## config.mk

```make
export PLATFORM = sky130hd
export DESIGN_NAME = instr_fetch_unit_flat
export DESIGN_NICKNAME = d
export VERILOG_FILES = /design/src/rtl/instr_fetch_unit_pkg.sv /design/src/rtl/instr_fetch_unit_if.sv /design/src/rtl/instr_fetch_unit_pc_reg.sv /design/src/rtl/instr_fetch_unit.sv /design/src/flat_wrapper.sv
export SDC_FILE = /design/constraint.sdc
export NUM_CORES = 1
export LEC_CHECK = 0
export BUFFER_PORTS_ARGS = -buffer_cell sky130_fd_sc_hd__buf_2
export CORE_AREA = 10 10 140 175
export DETAILED_ROUTE_END_ITERATION = 10
export DIE_AREA = 0 0 150 185
export GPL_ROUTABILITY_DRIVEN = 0
export PLACE_DENSITY = 0.82
export SLEW_MARGIN = 20
export SYNTH_ARGS = -nofsm -noshare
export SYNTH_HDL_FRONTEND = slang
export SYNTH_SLANG_ARGS = --single-unit
```

## constraint.sdc

```tcl
create_clock -name clk -period 2.5 [get_ports clk]
set_input_delay 0.375 -clock clk [delete_from_list [all_inputs] [get_ports clk]]
set_output_delay 0.375 -clock clk [all_outputs]
set_load 0.02 [all_outputs]
```

## src/rtl/instr_fetch_unit_pkg.sv

```systemverilog
// Shared definitions for the instruction fetch unit.
//   - instruction word / opcode field geometry
//   - PC increment per fetched word
//   - fetch FSM state type and encodings
//   - helper to extract the control-decoder opcode from a word
package instr_fetch_unit_pkg;

    localparam int INSTR_W    = 32;
    localparam int OPCODE_MSB = 31;
    localparam int OPCODE_LSB = 21;
    localparam int OPCODE_W   = OPCODE_MSB - OPCODE_LSB + 1;
    localparam int PC_INC     = 4;

    // Two-state fetch FSM, kept as plain constants for legacy tooling.
    typedef logic [0:0] fetch_state_t;
    localparam fetch_state_t FS_REQ  = 1'b0;
    localparam fetch_state_t FS_HOLD = 1'b1;

    function automatic logic [OPCODE_W-1:0] opcode_of(input logic [INSTR_W-1:0] word);
        return word[OPCODE_MSB:OPCODE_LSB];
    endfunction

endpackage

```

## src/rtl/instr_fetch_unit_if.sv

```systemverilog
// Instruction-memory fetch bus.
//   imem_req    fetch request, held with a stable address until imem_ready
//   imem_addr   word-aligned fetch address
//   imem_ready  one-cycle pulse: imem_rdata is valid this cycle
//   imem_rdata  fetched instruction word
// master = fetch unit, slave = instruction memory.
interface instr_fetch_unit_if
    import instr_fetch_unit_pkg::*;
#(
    parameter int PC_W = 64
);
    logic               imem_req;
    logic [PC_W-1:0]    imem_addr;
    logic               imem_ready;
    logic [INSTR_W-1:0] imem_rdata;

    modport master (
        output imem_req,
        output imem_addr,
        input  imem_ready,
        input  imem_rdata
    );

    modport slave (
        input  imem_req,
        input  imem_addr,
        output imem_ready,
        output imem_rdata
    );
endinterface

```

## src/rtl/instr_fetch_unit_pc_reg.sv

```systemverilog
// if_pc_reg: program-counter register for the fetch unit.
//   clk, rst_n  clock / asynchronous active-low reset (loads RESET_PC)
//   inc         advance pc by one instruction word (wraps modulo 2^PC_W)
//   load        load load_pc with bits [1:0] forced to zero; wins over inc
//   load_pc     redirect target
//   pc          current program counter
module if_pc_reg
    import instr_fetch_unit_pkg::*;
#(
    parameter int              PC_W     = 64,
    parameter logic [PC_W-1:0] RESET_PC = {PC_W{1'b0}}
) (
    input  logic            clk,
    input  logic            rst_n,
    input  logic            inc,
    input  logic            load,
    input  logic [PC_W-1:0] load_pc,
    output logic [PC_W-1:0] pc
);

    logic [PC_W-1:0] pc_d;
    logic [PC_W-1:0] pc_q;

    always_comb begin
        pc_d = pc_q;
        if (load) begin
            pc_d = load_pc & ~PC_W'(3);
        end else if (inc) begin
            pc_d = pc_q + PC_W'(PC_INC);
        end
    end

    always_ff @(posedge clk or negedge rst_n) begin
        if (!rst_n) begin
            pc_q <= RESET_PC;
        end else begin
            pc_q <= pc_d;
        end
    end

    assign pc = pc_q;

endmodule

```

## src/rtl/instr_fetch_unit.sv

```systemverilog
// instr_fetch_unit: owns the PC, fetches one instruction word at a time from
// instruction memory and holds it until decode takes it.
//   clk, rst_n    clock / asynchronous active-low reset
//   imem          fetch bus (master side)
//   instr_valid   instr/opcode/instr_pc hold a valid instruction
//   instr_ready   decode accepts when instr_valid & instr_ready
//   instr         held instruction word
//   opcode        instr[31:21] for the control decoder
//   instr_pc      address the held instruction came from
//   redirect      taken branch, sampled every cycle, beats every other event
//   redirect_pc   branch target, bits [1:0] ignored
//   misalign_err  sticky: a redirect target had nonzero [1:0]
//   dbg_state     current fetch FSM state
//
// Handshakes: a transfer happens on a rising edge where the producer's valid
// (imem_req / instr_valid) and the consumer's ready (imem_ready / instr_ready)
// are both high; the producer holds valid and payload stable until then.
// Exception: a redirect flushes the held instruction even if instr_ready is high.
module instr_fetch_unit
    import instr_fetch_unit_pkg::*;
#(
    parameter int              PC_W     = 64,
    parameter logic [PC_W-1:0] RESET_PC = {PC_W{1'b0}}
) (
    input  logic                 clk,
    input  logic                 rst_n,
    instr_fetch_unit_if.master   imem,
    output logic                 instr_valid,
    input  logic                 instr_ready,
    output logic [INSTR_W-1:0]   instr,
    output logic [OPCODE_W-1:0]  opcode,
    output logic [PC_W-1:0]      instr_pc,
    input  logic                 redirect,
    input  logic [PC_W-1:0]      redirect_pc,
    output logic                 misalign_err,
    output fetch_state_t         dbg_state
);

    fetch_state_t       state_d, state_q;
    logic               started_d, started_q;
    logic               drop_d, drop_q;
    logic [PC_W-1:0]    addr_hold_d, addr_hold_q;
    logic [INSTR_W-1:0] instr_d, instr_q;
    logic [PC_W-1:0]    instr_pc_d, instr_pc_q;
    logic               misalign_d, misalign_q;

    logic [PC_W-1:0]    pc;
    logic               pc_inc;
    logic               imem_req_w;
    logic               fire;

    if_pc_reg #(
        .PC_W     (PC_W),
        .RESET_PC (RESET_PC)
    ) u_pc_reg (
        .clk     (clk),
        .rst_n   (rst_n),
        .inc     (pc_inc),
        .load    (redirect),
        .load_pc (redirect_pc),
        .pc      (pc)
    );

    // started_q keeps imem_req low while in reset and for the first cycle
    // after release, so a stray imem_ready around reset is never taken.
    assign imem_req_w = (state_q == FS_REQ) && started_q;
    assign fire       = imem_req_w && imem.imem_ready;

    always_comb begin
        state_d     = state_q;
        started_d   = 1'b1;
        drop_d      = drop_q;
        addr_hold_d = addr_hold_q;
        instr_d     = instr_q;
        instr_pc_d  = instr_pc_q;
        misalign_d  = misalign_q | (redirect & (|redirect_pc[1:0]));
        pc_inc      = 1'b0;

        if (redirect) begin
            state_d = FS_REQ;
            if (imem_req_w) begin
                if (fire) begin
                    // Word returning now belongs to the old path: discard it.
                    drop_d = 1'b0;
                end else begin
                    // Request in flight cannot be aborted: keep presenting the
                    // old address until it completes, then throw the word away.
                    drop_d = 1'b1;
                    if (!drop_q) begin
                        addr_hold_d = pc;
                    end
                end
            end
        end else begin
            case (state_q)
                FS_REQ: begin
                    if (fire) begin
                        if (drop_q) begin
                            drop_d = 1'b0;
                        end else begin
                            instr_d    = imem.imem_rdata;
                            instr_pc_d = pc;
                            state_d    = FS_HOLD;
                        end
                    end
                end
                FS_HOLD: begin
                    if (instr_ready) begin
                        pc_inc  = 1'b1;
                        state_d = FS_REQ;
                    end
                end
                default: state_d = FS_REQ;
            endcase
        end
    end

    always_ff @(posedge clk or negedge rst_n) begin
        if (!rst_n) begin
            state_q     <= FS_REQ;
            started_q   <= 1'b0;
            drop_q      <= 1'b0;
            addr_hold_q <= '0;
            instr_q     <= '0;
            instr_pc_q  <= '0;
            misalign_q  <= 1'b0;
        end else begin
            state_q     <= state_d;
            started_q   <= started_d;
            drop_q      <= drop_d;
            addr_hold_q <= addr_hold_d;
            instr_q     <= instr_d;
            instr_pc_q  <= instr_pc_d;
            misalign_q  <= misalign_d;
        end
    end

    // While a dropped request is still in flight, pc already holds the
    // redirect target; the bus must keep showing the original address.
    assign imem.imem_req  = imem_req_w;
    assign imem.imem_addr = drop_q ? addr_hold_q : pc;

    assign instr_valid  = (state_q == FS_HOLD);
    assign instr        = instr_q;
    assign opcode       = opcode_of(instr_q);
    assign instr_pc     = instr_pc_q;
    assign misalign_err = misalign_q;
    assign dbg_state    = state_q;

endmodule
```

## src/flat_wrapper.sv

```systemverilog
// flat-port wrapper written by rule: the top's interface ports become plain ports
module instr_fetch_unit_flat import instr_fetch_unit_pkg::*;
#(
    parameter int              PC_W     = 64,
    parameter logic [PC_W-1:0] RESET_PC = {PC_W{1'b0}}
)
  (clk, rst_n, instr_valid, instr_ready, instr, opcode, instr_pc, redirect, redirect_pc, misalign_err, dbg_state, imem_imem_req, imem_imem_addr, imem_imem_ready, imem_imem_rdata);
  instr_fetch_unit_if #(.PC_W(PC_W)) imem_i ();
  input  logic clk;
  input  logic rst_n;
  output logic instr_valid;
  input  logic instr_ready;
  output logic [INSTR_W-1:0] instr;
  output logic [OPCODE_W-1:0] opcode;
  output logic [PC_W-1:0] instr_pc;
  input  logic redirect;
  input  logic [PC_W-1:0] redirect_pc;
  output logic misalign_err;
  output fetch_state_t dbg_state;
  output wire logic [$bits(imem_i.imem_req)-1:0] imem_imem_req;
  output wire logic [$bits(imem_i.imem_addr)-1:0] imem_imem_addr;
  input wire logic [$bits(imem_i.imem_ready)-1:0] imem_imem_ready;
  input wire logic [$bits(imem_i.imem_rdata)-1:0] imem_imem_rdata;
  assign imem_imem_req = imem_i.imem_req;
  assign imem_imem_addr = imem_i.imem_addr;
  assign imem_i.imem_ready = imem_imem_ready;
  assign imem_i.imem_rdata = imem_imem_rdata;
  instr_fetch_unit #(.PC_W(PC_W), .RESET_PC(RESET_PC)) u_core (.clk(clk), .rst_n(rst_n), .imem(imem_i), .instr_valid(instr_valid), .instr_ready(instr_ready), .instr(instr), .opcode(opcode), .instr_pc(instr_pc), .redirect(redirect), .redirect_pc(redirect_pc), .misalign_err(misalign_err), .dbg_state(dbg_state));
endmodule
```

======== After elaboration in Yosys (flattened, before gate mapping) ========
Index checks and enable logic that the tools add are counted.
Widths: inputs -> output; s select.
storage, ports and cells
  bits in registers ....................... 228
  bits of input ports ..................... 101
  output and inout bits ................... 175
operators by class
  add/sub/neg operators ................... 1
  equal/unequal tests ..................... 2
  multiplexer cells ....................... 16
  bitwise gates (word level) .............. 6
  reductions and logical operators ........ 8
operators by type and width
  kind                   number
  $mux 64                3
  $add 64x3->64 const B  1
  $mux 1                 12
  $reduce_and 3->1       2
  $not 1->1              4
  $reduce_and 4->1       1
  $reduce_bool 2->1      2
  $logic_and 1x1->1      2
  $ne 2x1->1 const B     1
  $ne 2x2->1 const B     1
  $pmux 1 s2             1
  $reduce_or 2->1        1
  $and 1x1->1            1
  $or 1x1->1             1

======== Logic depth before layout (Yosys ltp) ========
Gate-level depths: netlist of run 1.
  depth after elaboration ................. 6
  depth in mapped cells ................... 7

======== Hierarchy ========
From an unflattened synthesis of run 1, not the netlist that was laid out.
second synthesis, totals
  cells, all modules ...................... 866
  area, all modules ....................... 10901.7 um^2
by module, submodules not included
  module            times used  cells an instance  area each (um^2)
  instr_fetch_unit  1           437                7189.4
  if_pc_reg         1           429                3712.3

======== Worst setup path after synthesis of run 1 ========
Ideal clock, no wire load.
  path kind ............................... flip-flop to flip-flop
  start point ............................. register u_core.state_q (netlist: u_core.dbg_state)
  end point ............................... register u_core.instr_q[0] (netlist: u_core.instr[0])
  arrival ................................. 2211 ps
  required time ........................... 2375 ps
  slack ................................... 164 ps
  cell stages (with the launch flop) ...... 7
  path buffers ............................ 2
  clock period less this slack ............ 2336 ps
  path through ............................ dfrtp_1 -> nor2b_1 -> nand3b_1 -> nor2_1 -> clkbuf_1 -> buf_2 -> mux2_2
between the ends
  longest elaborated chain between the ends .. 4
ends and longest elaborated chain
  what                               line                     text
  start: declaration                 instr_fetch_unit.sv:39   fetch_state_t state_d, state_q;
  start signal: assignment           instr_fetch_unit.sv:128  state_q <= state_d;
  $not 1->1 (no source line)         --
  $logic_and 1x1->1                  instr_fetch_unit.sv:66   assign imem_req_w = (state_q == FS_REQ) && started_q;
  net imem_imem_req                  flat_wrapper.sv:20       output wire logic [$bits(imem_i.imem_req)-1:0] imem_imem_req;
  $logic_and 1x1->1                  instr_fetch_unit.sv:67   assign fire = imem_req_w && imem.imem_ready;
  $reduce_and 4->1 (no source line)  --
  end signal: assignment             instr_fetch_unit.sv:132  instr_q <= instr_d;
  end: declaration                   instr_fetch_unit.sv:43   logic [INSTR_W-1:0] instr_d, instr_q;
The timed path passes the listed nets, and every way through them passes these cells.
A chain may end at the register's enable or synchronous reset.

======== Worst setup path after layout of run 1 ========
  start point ............................. register u_core.drop_q
  end point ............................... output port imem_imem_addr[32]
between the ends
  longest elaborated chain between the ends .. 1
ends and longest elaborated chain
  what                      line                     text
  start: declaration        instr_fetch_unit.sv:41   logic drop_d, drop_q;
  start signal: assignment  instr_fetch_unit.sv:130  drop_q <= drop_d;
  $mux 64                   --
  end: declaration          flat_wrapper.sv:21       output wire logic [$bits(imem_i.imem_addr)-1:0] imem_imem_addr;
Every way passes these cells.

==> results.md, run 1 <==
- The headroom to the max-slew limit is 58.2%.
- The per-instance average area after synthesis is 11.9 um2.
- The internal reg-to-reg setup slack is 150 ps.
- For this design the total switching power over the nets is 4.36 mW.
- The fraction of post-synthesis cell area in the top cell type by area is 52.9%.
- The critical path is of the register to primary output type.
- For this configuration, the core starts out at a cell density of 50.0%.
- In this run the number of H-tree levels came out at 1.
- The worst min-delay path class is input port to register.
- The analysis attributes to cell leakage a power of 5.98 nW.
- Hold timing on the final database bottoms out at a slack of 74.0 ps.
- The worst register-to-register path has a depth of 6.
- The DRC violation count after routing is 0.
- The later pin in the worst-skew pair is clocked with a latency of 510 ps.
- In this run the cell area of the synthesized design comes to 0.0106 mm2.
- Per report_power, the combinational group accounts for 31.1% of the total.
- Dividing the detail-routed wire length by the instance count gives 21.4 um.
- For the pin with the worst max-slew slack, the measured transition is 621 ps.
- The flip-flop and latch count after synthesis is 224.
- Row generation in the floorplan step produced 60 rows.
- The internal power is 8.68 mW.
- The floorplan step defined a core boundary enclosing 0.0212 mm2.
- The first routing iteration left 611 violations.
- The post-placement worst setup slack is 176 ps.
- The count of pins over their slew limit is 0.
- The total count of hold-check failures in the final report is 0.
- The critical path capture point type is a primary output.
- TritonCTS built the clock tree.
- The top flip-flop cell by instance count after synthesis is dfrtp_1.
- Counting every sink on the clock net gives 224.
- The detailed-route via count is 8255.
- For this run, the share of the core covered by cells in the final layout is 62.7%.
- Ranked by total cell area, the synthesized netlist is headed by dfrtp_1, mux2_2, o21ai_0.
- 276 I/O pins were placed.
- Sequential elements use 52.9% of the synthesized area.
- In the synthesized netlist, the cells that appear most often are dfrtp_1, mux2_2, nand2_1.
- Summed over all failing endpoints, the final setup total negative slack is 0 ps.
- For this block, the routed nets add up to 31.5 mm of wire.
- The largest fanout on the critical path is 55.
- The startpoint kind of the worst setup timing path is a register.
- The number of flops mapped to enable cells by yosys is 0.
- The areal power density over the cells is 983 mW/mm2.
- The clock passes through at most 3 buffers.
- The final cycle utilization of the critical path is 95.0%.
- The initial antenna violation count is 3.
- Across the run, the number of max-cap violations was 0.
- The launching point of the worst reg2reg path is u_core.u_pc_reg.pc[32]$_DFFE_PN0N_.
- The area growth from synthesis to layout is 25.3%.
- The synthesized netlist contains 43 unique library cells.
- The fraction of power spent switching nets is 33.5%.
- The largest single stage delay on the critical path is 570 ps.
- The library cell used as clock root buffer is clkbuf_16.
- The die covers 0.0278 mm2.
- The yosys synthesis warning count is 0.
- After clock tree synthesis, the clock-pin slew on the worst setup and hold paths is 60 ps.
- The layout net count is 1277.
- The global-route usage over all layers is 21.8%.
- The timing-limited maximum frequency is 421 MHz.
- The clock network fraction of total power is 28.6%.
- Counting I/O delays and the setup requirement, the final critical path takes 2380 ps.
- The floorplan step set the die width to 150 um.
- Of the total power, registers draw 40.3%.
- The first TritonRoute pass finished after 5 iterations.
- The minimum setup slack in the final design is 125 ps.
- The remaining antenna violation count after routing is 0.
- The final setup violation count is 0.
- In the synthesized netlist the async set-or-reset flop fraction comes to 100%.
- Traced cell by cell, the critical path runs through buf_16 -> mux2_2 -> buf_2.
- The clock arrives with 10.1 ps of skew.
- The capture instance of the worst register-to-register path is u_core.u_pc_reg.pc[61]$_DFFE_PN0N_.
- The first-pass GRT wire length is 48.0 mm.
- After detailed routing, the number of vias per cell comes to 5.62.
- Cells with a size suffix above 1 make up 49.0% of the layout.
- The worst hold path terminates at u_core.u_pc_reg.pc[20]$_DFFE_PN0N_.
- Counting the fill cells in the layout gives 1717.
- The total inserted antenna cells is 0.
- Setup repair after global routing left no endpoint under its margin.
- The arrival time of data at the critical path endpoint is 2000 ps.
- In this run the most critical hold path is launched from redirect_pc[20].
- The HPWL after detailed placement is 23.3 mm.
- Counting instances, the worst hold path has a depth of 3.
- The worst-case IR drop observed on VDD is 611 uV.
- The remaining global-route overflow is 0.
- The via count of the first global-routing pass is 8552.
- At the worst endpoint, the required time is 2120 ps.
- The dominant cell by count in the synthesized netlist is dfrtp_1.
- The pin count of the biggest net entering global routing is 70.
- In this run the vertical extent of the chip is 185 um.
- The gate count after technology mapping is 890.
- The count of buffers added on input and output ports is 273.
- The run finished with clean final reports.
- Of all cell types, the one taking the most synthesized area is dfrtp_1.
- The master of the slowest instance on the critical path is dfrtp_4.
- Buffers inserted during clock tree synthesis total 23.
[layout by cell type (no fill, tap or decap), types with 3 or more instances in the layout]
master	instances
a21oi_1	4
conb_1	3
xnor2_1	17
nand3b_1	3
nor4_1	14
nor2_1	32
nand2_1	67
o31ai_1	5
bufinv_16	5
nand4_1	36
buf_2	272
clkinv_2	3
a31oi_1	18
nor4_2	3
nor2b_1	3
or4_1	5
inv_1	11
and2_1	6
o21ai_0	60
dfrtp_1	223
clkbuf_8	4
xor2_1	23
or3_1	14
nand3_1	33
nor3_1	6
clkbuf_1	3
mux2_2	213
and3_1	6
clkbuf_16	23
buf_12	5
buf_4	41
[logic make-up after synthesis]
family                     Yosys count  synth area share, %
muxes                              215                 22.8
and+or+nand+nor                    242                 12.3
other                                2               0.0709
AOI/OAI and AO/OA                   93                 4.93
buffers and inverters               73                 3.48
DFF                                224                 52.9
adders and majority gates            1                0.118
xor gates and xnor gates            40                 3.31
[layout make-up]
type	count	area [um2]	share of cell area [%]
sequential	224	5610	42.3
clock buffer	30	642	4.84
clock inverter	9	174	1.31
multi-input combinational	594	4640	34.9
tap	279	349	2.63
inverter	11	41.3	0.311
timing repair buffer	321	1820	13.7
[sequential cells by signal (all words and copies together), names as in the netlist]
signal and count:
u_core.addr_hold_q 64, u_core.dbg_state 1, u_core.instr 32, u_core.u_pc_reg.pc 62, u_core.drop_q 1, u_core.misalign_err 1, u_core.instr_pc 62, u_core.started_q 1
[timing repair]
| item | in CTS | in global routing |
|---|---|---|
| setup buffers | 0 | 2 |
| gates resized for setup | 0 | 1 |
| endpoints found under the setup margin | 0 | 31 |
| hold endpoints to repair | 66 | 0 |
| hold buffers | 1 | 0 |
[through the flow]
| stage | total power [mW] | cell area [um2] | std cells |
|---|---|---|---|
| final | 13.0 | 13300 | 1468 |
| after global routing | 13.7 | 13300 | 1468 |
| after CTS | 13.2 | 13300 | 1466 |
| after detailed placement | 9.41 | 12400 | 1426 |
| after global placement | 9.23 | 12400 | 1426 |
| after floorplan | 7.86 | 10600 | 891 |
[worst max-delay path: cells and delay by family (launching register included)]
kind     cells  cell delay (ps)
flops        1              570
mux          1              410
buf+inv      2              490
[routing by layer]
metal  track usage (%)  vias to the layer above  wire [um]
met5                 0                        -         46
met3              5.76                       70       2840
met1              25.3                     4028      11900
met2              38.0                      380      15800
met4              7.40                        6        938
li1                  -                     3771          -
[power groups by stage]
stage	sequential, mW	clock, mW	combinational, mW
3_3_place_gp	5.23	0	4.01
4_1_cts	5.26	3.80	4.12
2_1_floorplan	5.78	0	2.08
5_1_grt	5.39	3.95	4.36
3_5_place_dp	5.31	0	4.10
6_report	5.26	3.73	4.06
[how the worst max path moves through the flow]
stage / from / endpoint / slack, ps / cells after the start
3_5_place_dp: u_core.u_pc_reg.pc[2]$_DFFE_PN0N_ / u_core.u_pc_reg.pc[62]$_DFFE_PN0N_ / 180 / 6
3_3_place_gp: u_core.u_pc_reg.pc[19]$_DFFE_PN0N_ / u_core.u_pc_reg.pc[62]$_DFFE_PN0N_ / 330 / 5
6_report: u_core.drop_q$_DFFE_PN0P_ / imem_imem_addr[32] / 120 / 3
5_1_grt: u_core.drop_q$_DFFE_PN0P_ / imem_imem_addr[32] / 70 / 3
4_1_cts: u_core.drop_q$_DFFE_PN0P_ / imem_imem_addr[32] / 30 / 3
2_1_floorplan: u_core.dbg_state$_DFF_PN0_ / u_core.instr[0]$_DFFE_PN0P_ / 160 / 6
Power figures use the tool's default switching activity.
==> run 2, diff against run 1 <==
Settings changed: CTS_CLUSTER_SIZE from default to 24.
Clock period 2.5 ns to 2.75 ns, I/O delays scaled along.
==> run 2 against run 1 <==
  * Utilization decreased by 1.5 points
  * Register-to-register slack better by 140 ps
  * Critical path depth rose by 2
  * Count of clock-buffer cells in the layout grew 7
  * Sequential share of layout area increased by 1.0 points
  * Sequential cell count did not move
  * Global-route usage grew 0.077 points
  * Clock skew about the same
  * Die area unchanged
  * Non-clock buffer count down 23
  * Routed wire length decreased by 0.87%
  * Critical endpoint is now u_core.u_pc_reg.pc[57]$_DFFE_PN0N_
  * Highest routed layer unchanged
==> results.md, run 2 (same netlist as run 1, synthesis figures left out) <==
- The power share of the combinational group is 31.8% (was 31.1%).
- For this run, the top clock speed supported by timing is 407 MHz.
- The critical path capture point type is a register (was primary output).
- The post-layout utilization of the core was 61.2% (was 62.7%).
- The leakage dissipation came to 5.80 nW (was 5.98 nW).
- The layout net count is 1254 (was 1277).
- The clock insertion delay at the later pin of the skew report came to 510 ps (about the same).
- The maximum vdd drop is 540 uV (was 611 uV).
- The number of gates resized after CTS was 0 (unchanged).
- RSZ-0062 raised after global routing: false (unchanged).
- The power share of the sequential group was 42.1% (was 40.3%).
- The HPWL after detailed placement was 23.3 mm (about the same).
- The post-layout instance count excluding filler cells is 1449 (was 1468).
- The remaining global-route overflow is 0 (unchanged).
- Chain of cells forming the critical path: nand4_1 -> nor3_2 -> nand4_1 -> or4_1 -> a31oi_1 (was buf_16 -> mux2_2 -> buf_2).
- The worst min-delay path class was input port to register (unchanged).
- The clock tree from TritonCTS is built (unchanged).
- The DRC violation count after routing was 0 (unchanged).
- The clock period minus worst slack is 2460 ps.
- The largest register by flop count is u_core.addr_hold_q (unchanged).
- The global-route usage over all layers is 21.9% (was 21.8%).
- The areal power density over the cells came to 880 mW/mm2 (was 983 mW/mm2).
- The kind of cell adding the most delay to the critical path is simple AND/OR/NAND/NOR gates (was flip-flops).
- The detailed router's first-iteration violation count was 508 (was 611).
- The wire length on met3 is 2.71 mm (was 2.84 mm).
- The start-to-end type of the worst setup path is register to register (was register to primary output).
- The end point of the worst hold path is u_core.drop_q$_DFFE_PN0P_ (was u_core.u_pc_reg.pc[20]$_DFFE_PN0N_).
- The final setup violation count is 0 (unchanged).
- The area of the core region came to 0.0212 mm2 (unchanged).
- The sum of routed wire segments on met1 is 11.9 mm (about the same).
- The fraction of power spent switching nets is 34.6% (was 33.5%).
- The actual transition at the worst max-transition pin is 692 ps (was 621 ps).
- The arrival time of data at the critical path endpoint is 2880 ps (was 2000 ps).
- The total wire length is 31.2 mm (was 31.5 mm).
- The startpoint kind of the worst setup timing path is a register (unchanged).
- The headroom to the max-slew limit came to 53.5% (was 58.2%).
- The setup clock skew after layout is 9.63 ps (was 10.1 ps).
- The length in cells of the worst reg-to-reg path is 5 (was 6).
- The internal power was 7.46 mW (was 8.68 mW).
- The critical path startpoint is u_core.u_pc_reg.pc[21]$_DFFE_PN0N_ (was u_core.drop_q$_DFFE_PN0P_).
- The initial antenna violation count was 2 (was 3).
- The flip-flop count of the largest register after layout came to 64 (unchanged).
- The number of buffers added by the clock tree synthesis step came to 23 (unchanged).
- The detailed-route via count was 8142 (was 8255).
- The instance count after placement with tap cells included is 1405 (was 1426).
- The average detailed-routed wire length per instance was 21.5 um (was 21.4 um).
- The via density per instance is 5.62 (about the same).
- The post-placement worst setup slack is 402 ps (was 176 ps).
- The remaining antenna violation count after routing is 0 (unchanged).
- The number of clock sinks is 224 (unchanged).
- The master of the slowest instance on the critical path is nor3_2 (was dfrtp_4).
- The floorplan die width came to 150 um (unchanged).
- The final cycle utilization of the critical path is 89.3%.
- The reported max-cap violation count was 0 (unchanged).
- The number of ports placed on the die boundary came to 276 (unchanged).
- The total negative slack for setup checks is 0 ps (unchanged).
- The floorplan die height is 185 um (unchanged).
- The detailed route wirelength on metal2 came to 15.7 mm (was 15.8 mm).
- The total count of hold-check failures in the final report was 0 (unchanged).
- The pin count of the biggest net entering global routing is 63 (was 70).
- The largest fanout on the critical path was 8 (was 55).
- The number of standard-cell rows in the floorplan is 60 (unchanged).
- Highest-count cells in the layout ignoring fill and taps: buf_2, dfrtp_1, mux2_2 (unchanged).
- The total power of the final layout came to 11.4 mW (was 13.0 mW).
- The via count of the first global-routing pass is 8513 (was 8552).
- The worst hold path startpoint is imem_imem_ready (was redirect_pc[20]).
- The number of detailed-routing iterations run before antenna repair is 5 (unchanged).
- Run status: finished, final reports clean (unchanged).
- The register clock-pin slew on the reported worst setup and hold paths is 60 ps (about the same).
- The required time reported for the critical path endpoint is 3170 ps (was 2120 ps).
- Counting stages on the worst path, the most repeated cell is nand4_1.
- The total number of H-tree levels is 1 (unchanged).
- The buffers plus inverters on the worst setup path is 0 (was 2).
- The clock tree buffer depth came to 3 (unchanged).
- The count of pins over their slew limit is 0 (unchanged).
- The area enclosed by the die boundary is 0.0278 mm2 (unchanged).
- The net switching power came to 3.94 mW (was 4.36 mW).
- The starting utilization of the core area came to 50.0% (unchanged).
- The count of buffers inserted at the top-level ports is 273 (unchanged).
- The area added between synthesis and finish is 22.3% (was 25.3%).
- The most common cell after layout, fill and taps aside is buf_2 (unchanged).
- The instance count along the most critical hold path is 2 (was 3).
- The capture instance of the worst register-to-register path is u_core.u_pc_reg.pc[57]$_DFFE_PN0N_ (was u_core.u_pc_reg.pc[61]$_DFFE_PN0N_).
- The clock network fraction of total power is 26.1% (was 28.6%).
- The minimum setup slack in the final design is 294 ps (was 125 ps).
- The fraction of layout instances using a drive strength above 1 is 47.7% (was 49.0%).
- The library cell used as clock root buffer is clkbuf_16 (unchanged).
- The internal reg-to-reg setup slack is 290 ps (was 150 ps).
- The launching point of the worst reg2reg path is u_core.u_pc_reg.pc[21]$_DFFE_PN0N_ (was u_core.u_pc_reg.pc[32]$_DFFE_PN0N_).
- The largest incremental delay on the critical path is 530 ps (was 570 ps).
- The first-pass GRT wire length was 47.9 mm (was 48.0 mm).
- The highest metal layer used by the detailed router is met5 (unchanged).
## run 2: cell count changes in the layout (fill, tap and decap cells not counted)
| cell | delta |
|---|---|
| buf_16 | -1 |
| inv_6 | +1 |
| diode_2 | +2 |
| buf_12 | -2 |
| clkbuf_1 | +5 |
| buf_4 | -20 |
| clkbuf_8 | +2 |
| bufinv_16 | -5 |
| clkinv_4 | -1 |
## run 2: repair_timing
item                                   4_1_cts  5_1_grt
endpoints found under the hold margin       57        0
hold buffers                                 1        0
setup endpoints to repair                    0        0
buffers inserted                             0        0
## run 2: per-layer routing
layer	up-vias	track usage, %
met5	-	0
met3	66	5.62
met1	4003	25.3
li1	3727	-
met4	2	6.81
met2	344	38.7
## run 2: cell type report
class,count,area [um2]
clock buffer,37,688
tap,279,349
fill,1723,8210
sequential,224,5610
antenna,2,5.00
inverter,11,41.3
clock inverter,4,23.8
multi-input combinational,594,4640
timing repair buffer,298,1600
## run 2: power groups by stage
stage | clock [mW] | sequential (mW) | combinational, mW
detailed placement | 0 | 4.84 | 3.68
CTS | 3.02 | 4.79 | 3.70
global route | 3.17 | 4.92 | 3.91
floorplan | 0 | 5.25 | 1.89
global placement | 0 | 4.77 | 3.60
finish | 2.98 | 4.79 | 3.63
## run 2: stage by stage
| stage | cell area [um2] | hold WS (ps) |
|---|---|---|
| after floorplan | 10600 | 117 |
| after global placement | 12200 | 393 |
| after detailed placement | 12200 | 396 |
| after CTS | 13000 | 90.5 |
| after global routing | 13000 | 109 |
| final | 13000 | 105 |
## run 2: worst max path at each step
stage                                               endpoint  slack [ps]  cells past startpoint
after floorplan                  u_core.instr[0]$_DFFE_PN0P_         410                      6
after global placement    u_core.u_pc_reg.pc[57]$_DFFE_PN0N_         530                      5
after detailed placement  u_core.u_pc_reg.pc[57]$_DFFE_PN0N_         400                      5
after CTS                                 imem_imem_addr[48]         330                      3
after global routing      u_core.u_pc_reg.pc[57]$_DFFE_PN0N_         150                      5
final                     u_core.u_pc_reg.pc[57]$_DFFE_PN0N_         290                      5
## run 2: worst reg2reg max path, stage by stage, from the launching register on
cell     delay, ps
dfrtp_1        450
nand4_1        360
nor3_2         530
nand4_1        330
or4_1          510
a31oi_1        190
